`src/rtl/branch_rs.sv`:
```
// rtl/branch_rs.sv - branch reservation station: CDB wake-up, oldest-ready issue to the branch FU
// Optional macro BRANCH_RS_OLDEST_FIRST_EN: age-matrix select; undefined gives fixed lowest-index priority.
module branch_rs #(
    parameter int RS_ENTRIES   = 4,
    parameter int WORD_SIZE_P  = 16,
    parameter int WIDTH_OP     = 4,
    parameter int ROB_ENTRY    = 16,
    parameter int NUM_PHYS_REG = 32
) (
    input  logic                              clk_i,
    input  logic                              reset_i,
    input  logic                              flush_i,
    input  logic                              disp_v_i,
    output logic                              disp_ready_o,
    input  logic [WIDTH_OP-1:0]               disp_opcode_i,
    input  logic [WORD_SIZE_P-1:0]            disp_pc_i,
    input  logic                              disp_src1_rdy_i,
    input  logic                              disp_src2_rdy_i,
    input  logic [$clog2(NUM_PHYS_REG)-1:0]   disp_src1_tag_i,
    input  logic [$clog2(NUM_PHYS_REG)-1:0]   disp_src2_tag_i,
    input  logic [WORD_SIZE_P-1:0]            disp_src1_val_i,
    input  logic [WORD_SIZE_P-1:0]            disp_src2_val_i,
    input  logic [$clog2(ROB_ENTRY)-1:0]      disp_rob_dest_i,
    input  logic [$clog2(NUM_PHYS_REG)-1:0]   disp_reg_dest_i,
    input  logic                              cdb_v_i,
    input  logic [$clog2(NUM_PHYS_REG)-1:0]   cdb_dest_i,
    input  logic [WORD_SIZE_P-1:0]            cdb_result_i,
    output logic                              exe_v_o,
    output logic [WIDTH_OP-1:0]               opcode_o,
    output logic [WORD_SIZE_P-1:0]            pc_o,
    output logic [WORD_SIZE_P-1:0]            operand1_o,
    output logic [WORD_SIZE_P-1:0]            operand2_o,
    output logic [$clog2(ROB_ENTRY)-1:0]      rob_dest_o,
    output logic [$clog2(NUM_PHYS_REG)-1:0]   reg_dest_o,
    output logic [$clog2(RS_ENTRIES):0]       count_o
);
    localparam int RB = $clog2(ROB_ENTRY);
    localparam int PB = $clog2(NUM_PHYS_REG);
    localparam int IB = $clog2(RS_ENTRIES);
    localparam int CB = IB + 1;

    logic [RS_ENTRIES-1:0]  valid_q, valid_d;
    logic [RS_ENTRIES-1:0]  s1_rdy_q, s1_rdy_d, s2_rdy_q, s2_rdy_d;
    logic [WIDTH_OP-1:0]    op_q [RS_ENTRIES];
    logic [WIDTH_OP-1:0]    op_d [RS_ENTRIES];
    logic [WORD_SIZE_P-1:0] pc_q [RS_ENTRIES];
    logic [WORD_SIZE_P-1:0] pc_d [RS_ENTRIES];
    logic [WORD_SIZE_P-1:0] s1_val_q [RS_ENTRIES];
    logic [WORD_SIZE_P-1:0] s1_val_d [RS_ENTRIES];
    logic [WORD_SIZE_P-1:0] s2_val_q [RS_ENTRIES];
    logic [WORD_SIZE_P-1:0] s2_val_d [RS_ENTRIES];
    logic [PB-1:0]          s1_tag_q [RS_ENTRIES];
    logic [PB-1:0]          s1_tag_d [RS_ENTRIES];
    logic [PB-1:0]          s2_tag_q [RS_ENTRIES];
    logic [PB-1:0]          s2_tag_d [RS_ENTRIES];
    logic [RB-1:0]          rob_q [RS_ENTRIES];
    logic [RB-1:0]          rob_d [RS_ENTRIES];
    logic [PB-1:0]          rd_q [RS_ENTRIES];
    logic [PB-1:0]          rd_d [RS_ENTRIES];
`ifdef BRANCH_RS_OLDEST_FIRST_EN
    // age_q[j][i] set means entry j was dispatched before entry i
    logic [RS_ENTRIES-1:0]  age_q [RS_ENTRIES];
    logic [RS_ENTRIES-1:0]  age_d [RS_ENTRIES];
    logic                   older_ready;
`endif

    logic [CB-1:0]          count_q, count_d;
    logic                   exe_v_q, exe_v_d;
    logic [WIDTH_OP-1:0]    opcode_q, opcode_d;
    logic [WORD_SIZE_P-1:0] pc_out_q, pc_out_d, opnd1_q, opnd1_d, opnd2_q, opnd2_d;
    logic [RB-1:0]          rob_out_q, rob_out_d;
    logic [PB-1:0]          rd_out_q, rd_out_d;

    logic [RS_ENTRIES-1:0]  ready_vec;
    logic                   alloc_found, sel_found, disp_fire;
    logic [IB-1:0]          alloc_idx, sel_idx;

    assign disp_ready_o = (count_q < CB'(RS_ENTRIES));
    assign disp_fire    = disp_v_i && disp_ready_o;
    assign ready_vec    = valid_q & s1_rdy_q & s2_rdy_q;

    always_comb begin
        alloc_found = 1'b0;
        alloc_idx   = '0;
        for (int i = 0; i < RS_ENTRIES; i++) begin
            if (!valid_q[i] && !alloc_found) begin
                alloc_found = 1'b1;
                alloc_idx   = IB'(i);
            end
        end
    end

    always_comb begin
        sel_found = 1'b0;
        sel_idx   = '0;
`ifdef BRANCH_RS_OLDEST_FIRST_EN
        older_ready = 1'b0;
        for (int i = 0; i < RS_ENTRIES; i++) begin
            older_ready = 1'b0;
            for (int j = 0; j < RS_ENTRIES; j++) begin
                if (j != i && ready_vec[j] && age_q[j][i]) older_ready = 1'b1;
            end
            if (ready_vec[i] && !older_ready && !sel_found) begin
                sel_found = 1'b1;
                sel_idx   = IB'(i);
            end
        end
`else
        for (int i = 0; i < RS_ENTRIES; i++) begin
            if (ready_vec[i] && !sel_found) begin
                sel_found = 1'b1;
                sel_idx   = IB'(i);
            end
        end
`endif
    end

    always_comb begin
        valid_d  = valid_q;
        s1_rdy_d = s1_rdy_q;
        s2_rdy_d = s2_rdy_q;
        op_d     = op_q;
        pc_d     = pc_q;
        s1_val_d = s1_val_q;
        s2_val_d = s2_val_q;
        s1_tag_d = s1_tag_q;
        s2_tag_d = s2_tag_q;
        rob_d    = rob_q;
        rd_d     = rd_q;
`ifdef BRANCH_RS_OLDEST_FIRST_EN
        age_d    = age_q;
`endif
        count_d   = count_q + CB'(disp_fire) - CB'(sel_found);
        exe_v_d   = sel_found;
        opcode_d  = opcode_q;
        pc_out_d  = pc_out_q;
        opnd1_d   = opnd1_q;
        opnd2_d   = opnd2_q;
        rob_out_d = rob_out_q;
        rd_out_d  = rd_out_q;

        for (int i = 0; i < RS_ENTRIES; i++) begin
            if (valid_q[i] && cdb_v_i) begin
                if (!s1_rdy_q[i] && s1_tag_q[i] == cdb_dest_i) begin
                    s1_rdy_d[i] = 1'b1;
                    s1_val_d[i] = cdb_result_i;
                end
                if (!s2_rdy_q[i] && s2_tag_q[i] == cdb_dest_i) begin
                    s2_rdy_d[i] = 1'b1;
                    s2_val_d[i] = cdb_result_i;
                end
            end
        end

        if (sel_found) begin
            valid_d[sel_idx] = 1'b0;
            opcode_d         = op_q[sel_idx];
            pc_out_d         = pc_q[sel_idx];
            opnd1_d          = s1_val_q[sel_idx];
            opnd2_d          = s2_val_q[sel_idx];
            rob_out_d        = rob_q[sel_idx];
            rd_out_d         = rd_q[sel_idx];
        end

        // a not-ready operand whose producer is on the CDB right now is captured here
        if (disp_fire) begin
            valid_d[alloc_idx]  = 1'b1;
            op_d[alloc_idx]     = disp_opcode_i;
            pc_d[alloc_idx]     = disp_pc_i;
            s1_tag_d[alloc_idx] = disp_src1_tag_i;
            s2_tag_d[alloc_idx] = disp_src2_tag_i;
            rob_d[alloc_idx]    = disp_rob_dest_i;
            rd_d[alloc_idx]     = disp_reg_dest_i;
            if (disp_src1_rdy_i) begin
                s1_rdy_d[alloc_idx] = 1'b1;
                s1_val_d[alloc_idx] = disp_src1_val_i;
            end else begin
                s1_rdy_d[alloc_idx] = cdb_v_i && (cdb_dest_i == disp_src1_tag_i);
                s1_val_d[alloc_idx] = cdb_result_i;
            end
            if (disp_src2_rdy_i) begin
                s2_rdy_d[alloc_idx] = 1'b1;
                s2_val_d[alloc_idx] = disp_src2_val_i;
            end else begin
                s2_rdy_d[alloc_idx] = cdb_v_i && (cdb_dest_i == disp_src2_tag_i);
                s2_val_d[alloc_idx] = cdb_result_i;
            end
`ifdef BRANCH_RS_OLDEST_FIRST_EN
            age_d[alloc_idx] = '0;
            for (int j = 0; j < RS_ENTRIES; j++) begin
                if (IB'(j) != alloc_idx) age_d[j][alloc_idx] = 1'b1;
            end
`endif
        end

        if (flush_i) begin
            valid_d = '0;
            count_d = '0;
            exe_v_d = 1'b0;
            opcode_d  = opcode_q;
            pc_out_d  = pc_out_q;
            opnd1_d   = opnd1_q;
            opnd2_d   = opnd2_q;
            rob_out_d = rob_out_q;
            rd_out_d  = rd_out_q;
        end
    end

    always_ff @(posedge clk_i) begin
        if (reset_i) begin
            valid_q   <= '0;
            s1_rdy_q  <= '0;
            s2_rdy_q  <= '0;
            count_q   <= '0;
            exe_v_q   <= 1'b0;
            opcode_q  <= '0;
            pc_out_q  <= '0;
            opnd1_q   <= '0;
            opnd2_q   <= '0;
            rob_out_q <= '0;
            rd_out_q  <= '0;
`ifdef BRANCH_RS_OLDEST_FIRST_EN
            for (int i = 0; i < RS_ENTRIES; i++) age_q[i] <= '0;
`endif
        end else begin
            valid_q   <= valid_d;
            s1_rdy_q  <= s1_rdy_d;
            s2_rdy_q  <= s2_rdy_d;
            op_q      <= op_d;
            pc_q      <= pc_d;
            s1_val_q  <= s1_val_d;
            s2_val_q  <= s2_val_d;
            s1_tag_q  <= s1_tag_d;
            s2_tag_q  <= s2_tag_d;
            rob_q     <= rob_d;
            rd_q      <= rd_d;
`ifdef BRANCH_RS_OLDEST_FIRST_EN
            age_q     <= age_d;
`endif
            count_q   <= count_d;
            exe_v_q   <= exe_v_d;
            opcode_q  <= opcode_d;
            pc_out_q  <= pc_out_d;
            opnd1_q   <= opnd1_d;
            opnd2_q   <= opnd2_d;
            rob_out_q <= rob_out_d;
            rd_out_q  <= rd_out_d;
        end
    end

    assign exe_v_o    = exe_v_q;
    assign opcode_o   = opcode_q;
    assign pc_o       = pc_out_q;
    assign operand1_o = opnd1_q;
    assign operand2_o = opnd2_q;
    assign rob_dest_o = rob_out_q;
    assign reg_dest_o = rd_out_q;
    assign count_o    = count_q;
endmodule

```
`config.mk`:
```
export PLATFORM = sky130hd
export DESIGN_NAME = branch_rs
export DESIGN_NICKNAME = d
export VERILOG_FILES = /design/src/rtl/branch_rs.sv
export SDC_FILE = /design/constraint.sdc
export NUM_CORES = 1
export LEC_CHECK = 0
export BUFFER_PORTS_ARGS = -buffer_cell sky130_fd_sc_hd__buf_4
export CAP_MARGIN = 10
export CORE_AREA = 2 2 175 177
export CTS_BUF_LIST = sky130_fd_sc_hd__clkbuf_4 sky130_fd_sc_hd__clkbuf_8
export DETAILED_ROUTE_END_ITERATION = 12
export DIE_AREA = 0 0 177 179
export PLACE_DENSITY = 0.84
export REMOVE_ABC_BUFFERS = 1
export SYNTH_ARGS = -nofsm -noshare
export SYNTH_HDL_FRONTEND = slang
export SYNTH_SLANG_ARGS = --single-unit
```
`constraint.sdc`:
```
create_clock -name clk_i -period 10 [get_ports clk_i]
set_input_delay 2 -clock clk_i [delete_from_list [all_inputs] [get_ports clk_i]]
set_output_delay 2 -clock clk_i [all_outputs]
set_load 0.03 [all_outputs]
```
Word-level counts from Yosys, hierarchy flattened. Index checks and enable logic that the tools add are counted.

Register bits: 361. Logic and storage cells: 212. Output and inout bits: 66. Bits of input ports: 99.

Equality and inequality tests: 10. $lt $le $gt $ge: 8. Reductions and logical operators: 43. Add/subtract/negate cells: 2. Bitwise logic cells: 11. Multiplexer cells: 95.

Operator list (count): 16-bit two-way mux (23); 64-bit bitwise mux (5); 64-bit two-way mux (4); 16-bit binary-select mux with 2-bit select (3); 20-bit bitwise mux (3); 5-bit equality test (10); 4-bit two-way mux (11); 16-bit bitwise mux (2); 16-bit demux with 2-bit select (1); 1-bit two-way mux (27); 1-bit logical AND (24); 4-bit binary-select mux with 2-bit select (2); 1-bit logical NOT (16); 5-bit two-way mux (3); 4-bit AND (3); 4-bit OR (3); 5-bit binary-select mux with 2-bit select (1); 5-bit demux with 2-bit select (1); 4-bit bitwise mux (2); 4-bit demux with 2-bit select (1); 2-bit two-way mux (4); 3-bit greater-or-equal comparator (second input constant) (2); 2-bit by 3-bit less-than comparator with 1-bit output (second input constant) (2); 2-bit inverter with 3-bit output (2); 10 further kinds (14).

Longest topological paths before layout.
Depth after elaboration: 21. Gate-level depth with buffers: 12. Gate-level depth less buffers: 11.

Worst setup path after synthesis. No wires, ideal clock.

Path type: input-to-reg. From: in reset_i. To: reg opcode_q[0], in the netlist opcode_o[0]. Cell stages on the path: 4. Path buffers: 1. Required time: 9.916 ns. Setup slack: 3.557 ns. Arrival: 6.359 ns. Library setup time: 0.084 ns. Cells stage by stage: inv_1 clkbuf_1 o21ai_0 nor2_1.

RTL lines: start, declared (RTL line 11) `input logic reset_i,`; end signal, assigned (RTL line 242) `opcode_q <= opcode_d;`; end, declared (RTL line 69) `logic [WIDTH_OP-1:0] opcode_q, opcode_d;`.

==> results list <==
- Worst slew margin: between 10% and 20%
- The congestion estimate from routability-driven global placement came to between 0.9 and 1.
- Via count of the first global-routing pass: ~13000
* RSZ-0062 raised after global routing: no
- RR Endpoint: reg_dest_o[2]$_SDFFE_PP0P_
* Pin count of the biggest net entering global routing: around 130
- Summed over all nets, the half-perimeter wirelength after detailed placement is between 20000 and 30000 µm.
- On the final layout, the worst clock skew is ~0.031 ns.
- Final critical delay including setup and external delays: between 3 and 4 ns
* Leading register cell type out of synthesis: edfxtp_1
- Finished Cell Area: ~0.019 mm²
- Period utilisation layout: approximately two fifths
* Clock tree from TritonCTS: done
- Initial core utilization: a little over half
- VDD sags by at most 0.142 mV.
- The min-delay analysis places its worst path in the category reg -> reg.
* Cell taking the most area after synthesis: edfxtp_1
- Area delta synth->final: 17.0%
- The clock net in this run drives a total of around 360 sinks.
- For this design the top-level I/O count stands at about 170.
* Clock root buffer master: clkbuf_8
- Fraction of final layout cells sized beyond drive strength 1: between 10% and 20%
- STA classifies the critical path startpoint as an input pin.
- Data arrives at the worst endpoint at approximately 4.4 ns.
- Crit-path max cell delay: around 0.66 ns
* Number of antenna violations at the first check in global routing: 3
* Number of warning messages in the yosys log: 0
* Core Area: 0.0300 mm²
- Crit path max-delay cell type: nand4b_1
* CTS hold repair buffers: 0
* Hold Violations, Final: 0
- Worst Setup Slack post-DPL: between 5 and 6 ns
- Sort of element at the end of the critical path: register
- The pre-antenna-repair detailed-routing pass consisted of 6 iterations.
- Maximum operating frequency: about 250 MHz
- The share of the Yosys chip area taken by registers is a little over three fifths.
- For this design the static power due to leakage is between 6 and 7 nW.
- Post-CTS setup buffer count: 0
* Total Die Area: approximately 0.032 mm²
* RR Startpoint: valid_q[1]$_SDFF_PP0_
- Buffers & Inverters on Critical Path: 2
* Setup TNS: 0 ns
- Clock H-tree levels: 2
- Setup violations remaining at the end of the flow were counted as 0.
- Final setup slack of the worst path: about 6.0 ns
- Critical Path, Cell by Cell: buf_4, nor2b_1, a2111oi_2, nand4b_1, o21ai_1, buf_4, a221o_1
- Slew Limit Fails: 0
- Synth unique cells: 51
* Detailed-route wire length per cell: roughly 23 µm
- Source-to-sink clock delay at the later pin of the worst-skew pair: between 0.6 and 0.7 ns
* Area after DPL: 0.0175 mm²
- In this run, the number of DRC markers left after iteration 0 of detailed routing was 1931.
- The clock passes through at most 3 buffers.
* All-layer global routing usage: between 20 and 30%
- In the routed design, unresolved DRC markers number 0.
- CP delay by family, top: compound AO/OA/AOI/OAI gates
- Most frequent cells after synthesis: edfxtp_1, nor2_1, a21oi_1, nand2_1, o22ai_1
- The count of buffers added on input and output ports is 164.
- For the worst setup path, the data required time is 10.45 ns.
- The die is around 180 µm tall.
* Portion of synthesized cell area occupied by the leading cell type: a little over half
- Reported max-cap violation count: 0
- Status: finished clean
* Total number of vias: approximately 13000
* Post-DR vias/cell: about 6.5
- Biggest fanout along the worst timing path: 17
- For this run the aggregate overflow at the end of global routing stands at 0.
- Type of the worst setup path: in -> reg
- Worst hold stages: 2
* Site Rows: 64
- Worst R2R Setup Slack: approximately 6.1 ns
* Total of fill cells in the finished design: between 2000 and 2500
- Pwr per Cell Area: approximately 180 mW/mm²
- Gate count of the mapped netlist: 1478
- The startpoint identified for the worst hold timing path is operand1_o[13]$_SDFFE_PP0P_.
- In this run the mean area of a mapped cell was around 11 µm².
- Post-CTS resize count: 0
- In the post-synthesis netlist, the biggest area contributors are edfxtp_1, dfxtp_1, nor2_1.
- Slew at the pin closest to its max-slew limit: approximately 1.2 ns
- After clock tree synthesis, the clock-pin slew on the worst setup and hold paths is 0.06 ns.
- Die extent in x: roughly 180 µm
- Wires add up to roughly 46000 µm.
- For hold timing, the worst endpoint is operand1_o[13]$_SDFFE_PP0P_.
* Fin nets: 1708
- Antenna-violating nets left: 0
* Number of buffers inserted during clock tree synthesis: 55
- Wire length of the first global-routing pass: 71000 µm
* Dominant cell by count in the synthesized netlist: edfxtp_1
- The completed layout was analyzed and its total power is between 0.003 and 0.004 W.
- Most used cell along the critical path: buf_4
* Cells on worst reg2reg path: 7
* FFs w/ async S/R, synth: 0%
- Summing every instance area after synthesis gives around 0.016 mm².
- Yosys mapped a number of flops with a built-in enable equal to 284.
- In this run, synthesis produced a sequential element count of 361.
[through the flow]
stage / util (%) / hold slack [ns] / cells
2_1_floorplan: - / 0.481 / 1366
3_3_place_gp: 58.4 / 0.494 / 1943
3_5_place_dp: 58.4 / 0.497 / 1943
4_1_cts: 62.8 / 0.521 / 2047
5_1_grt: 62.8 / 0.543 / 2049
6_report: 62.8 / 0.518 / 2050
[kinds of logic (layout without fill, tap and decap cells)]
logic type	after synthesis	after routing	share of synthesized area, %
xor+xnor	49	49	2.66
simple gates	487	487	12.8
fa+ha+maj	3	3	0.279
compound gates	443	443	17.9
other cells	0	1	0
flops	361	361	62.4
buf+inv	135	310	3.86
[layer usage]
layer  global-route usage [%]  up-vias  routed length [µm]
met1                     36.0     6296               16600
met5                        0        -                  16
met3                     7.25      184                5740
met4                     14.4        2                2360
li1                         -     5834                   -
met2                     47.0      975               21700
[how the worst max path moves through the flow]
stage	start	end	slack, ns	cells after the start
CTS	cdb_dest_i[4]	s2_val_q[28]$_DFFE_PN_	5.88	6
floorplan	disp_v_i	s1_val_q[0]$_DFFE_PN_	3.57	5
finish	cdb_dest_i[4]	s2_val_q[27]$_DFFE_PN_	6.01	7
global placement	cdb_dest_i[4]	s2_val_q[27]$_DFFE_PN_	5.46	6
global route	cdb_dest_i[4]	s2_val_q[27]$_DFFE_PN_	5.90	7
detailed placement	cdb_dest_i[4]	s2_val_q[22]$_DFFE_PN_	5.29	6
[cells in the final DEF, fill, tap and decap left out, types with 3 or more instances in the layout]
cell type / n
inv_1: 22
nor4_1: 4
o22ai_1: 81
dfxtp_1: 77
clkinv_2: 3
a221o_1: 16
nor2_1: 228
clkbuf_8: 66
a31oi_1: 9
nand3_1: 59
a21o_1: 3
o21ai_0: 64
a2111oi_0: 55
xnor2_1: 20
xor2_1: 29
edfxtp_1: 284
and3_2: 3
o221ai_1: 6
o32ai_1: 32
or3_1: 4
a21oi_1: 153
and3_1: 16
nor3_1: 10
nor2_4: 4
nand4_1: 3
a211oi_1: 12
nand2_1: 134
bufinv_16: 6
buf_4: 182
clkinv_1: 3
clkinvlp_4: 4
clkbuf_4: 20
[tightest hold or removal path, stage by stage, from the launching register on]
cell,delay [ns]
dfxtp_1,0.32
o21ai_0,0.08
nor2_1,0.08
[layout make-up]
| type | instances | area (µm²) | area share, % |
|---|---|---|---|
| diodes | 1 | 2.50 | 0.0133 |
| clock inverters | 18 | 262 | 1.39 |
| well taps | 396 | 495 | 2.63 |
| repair buffers | 183 | 1380 | 7.30 |
| inverters | 23 | 91.3 | 0.484 |
| flip-flops and latches | 361 | 10100 | 53.4 |
| clock buffers | 86 | 1060 | 5.61 |
| multi-input cells | 982 | 5510 | 29.2 |
[state kept, by name, summed over array words and instances, names as in the netlist, 20 cells and up]
signal and cells:
pc_q 64, s1_val_q 64, s2_val_q 64, rd_q 20, s1_tag_q 20, s2_tag_q 20
[power breakdown]
group	internal [W]	switching (W)
clock	0.000833	0.000594
sequential	0.00168	0.0000255
combinational	0.0000746	0.000128
total	0.00259	0.000747
No activity file was read; power rests on OpenSTA's default activity.
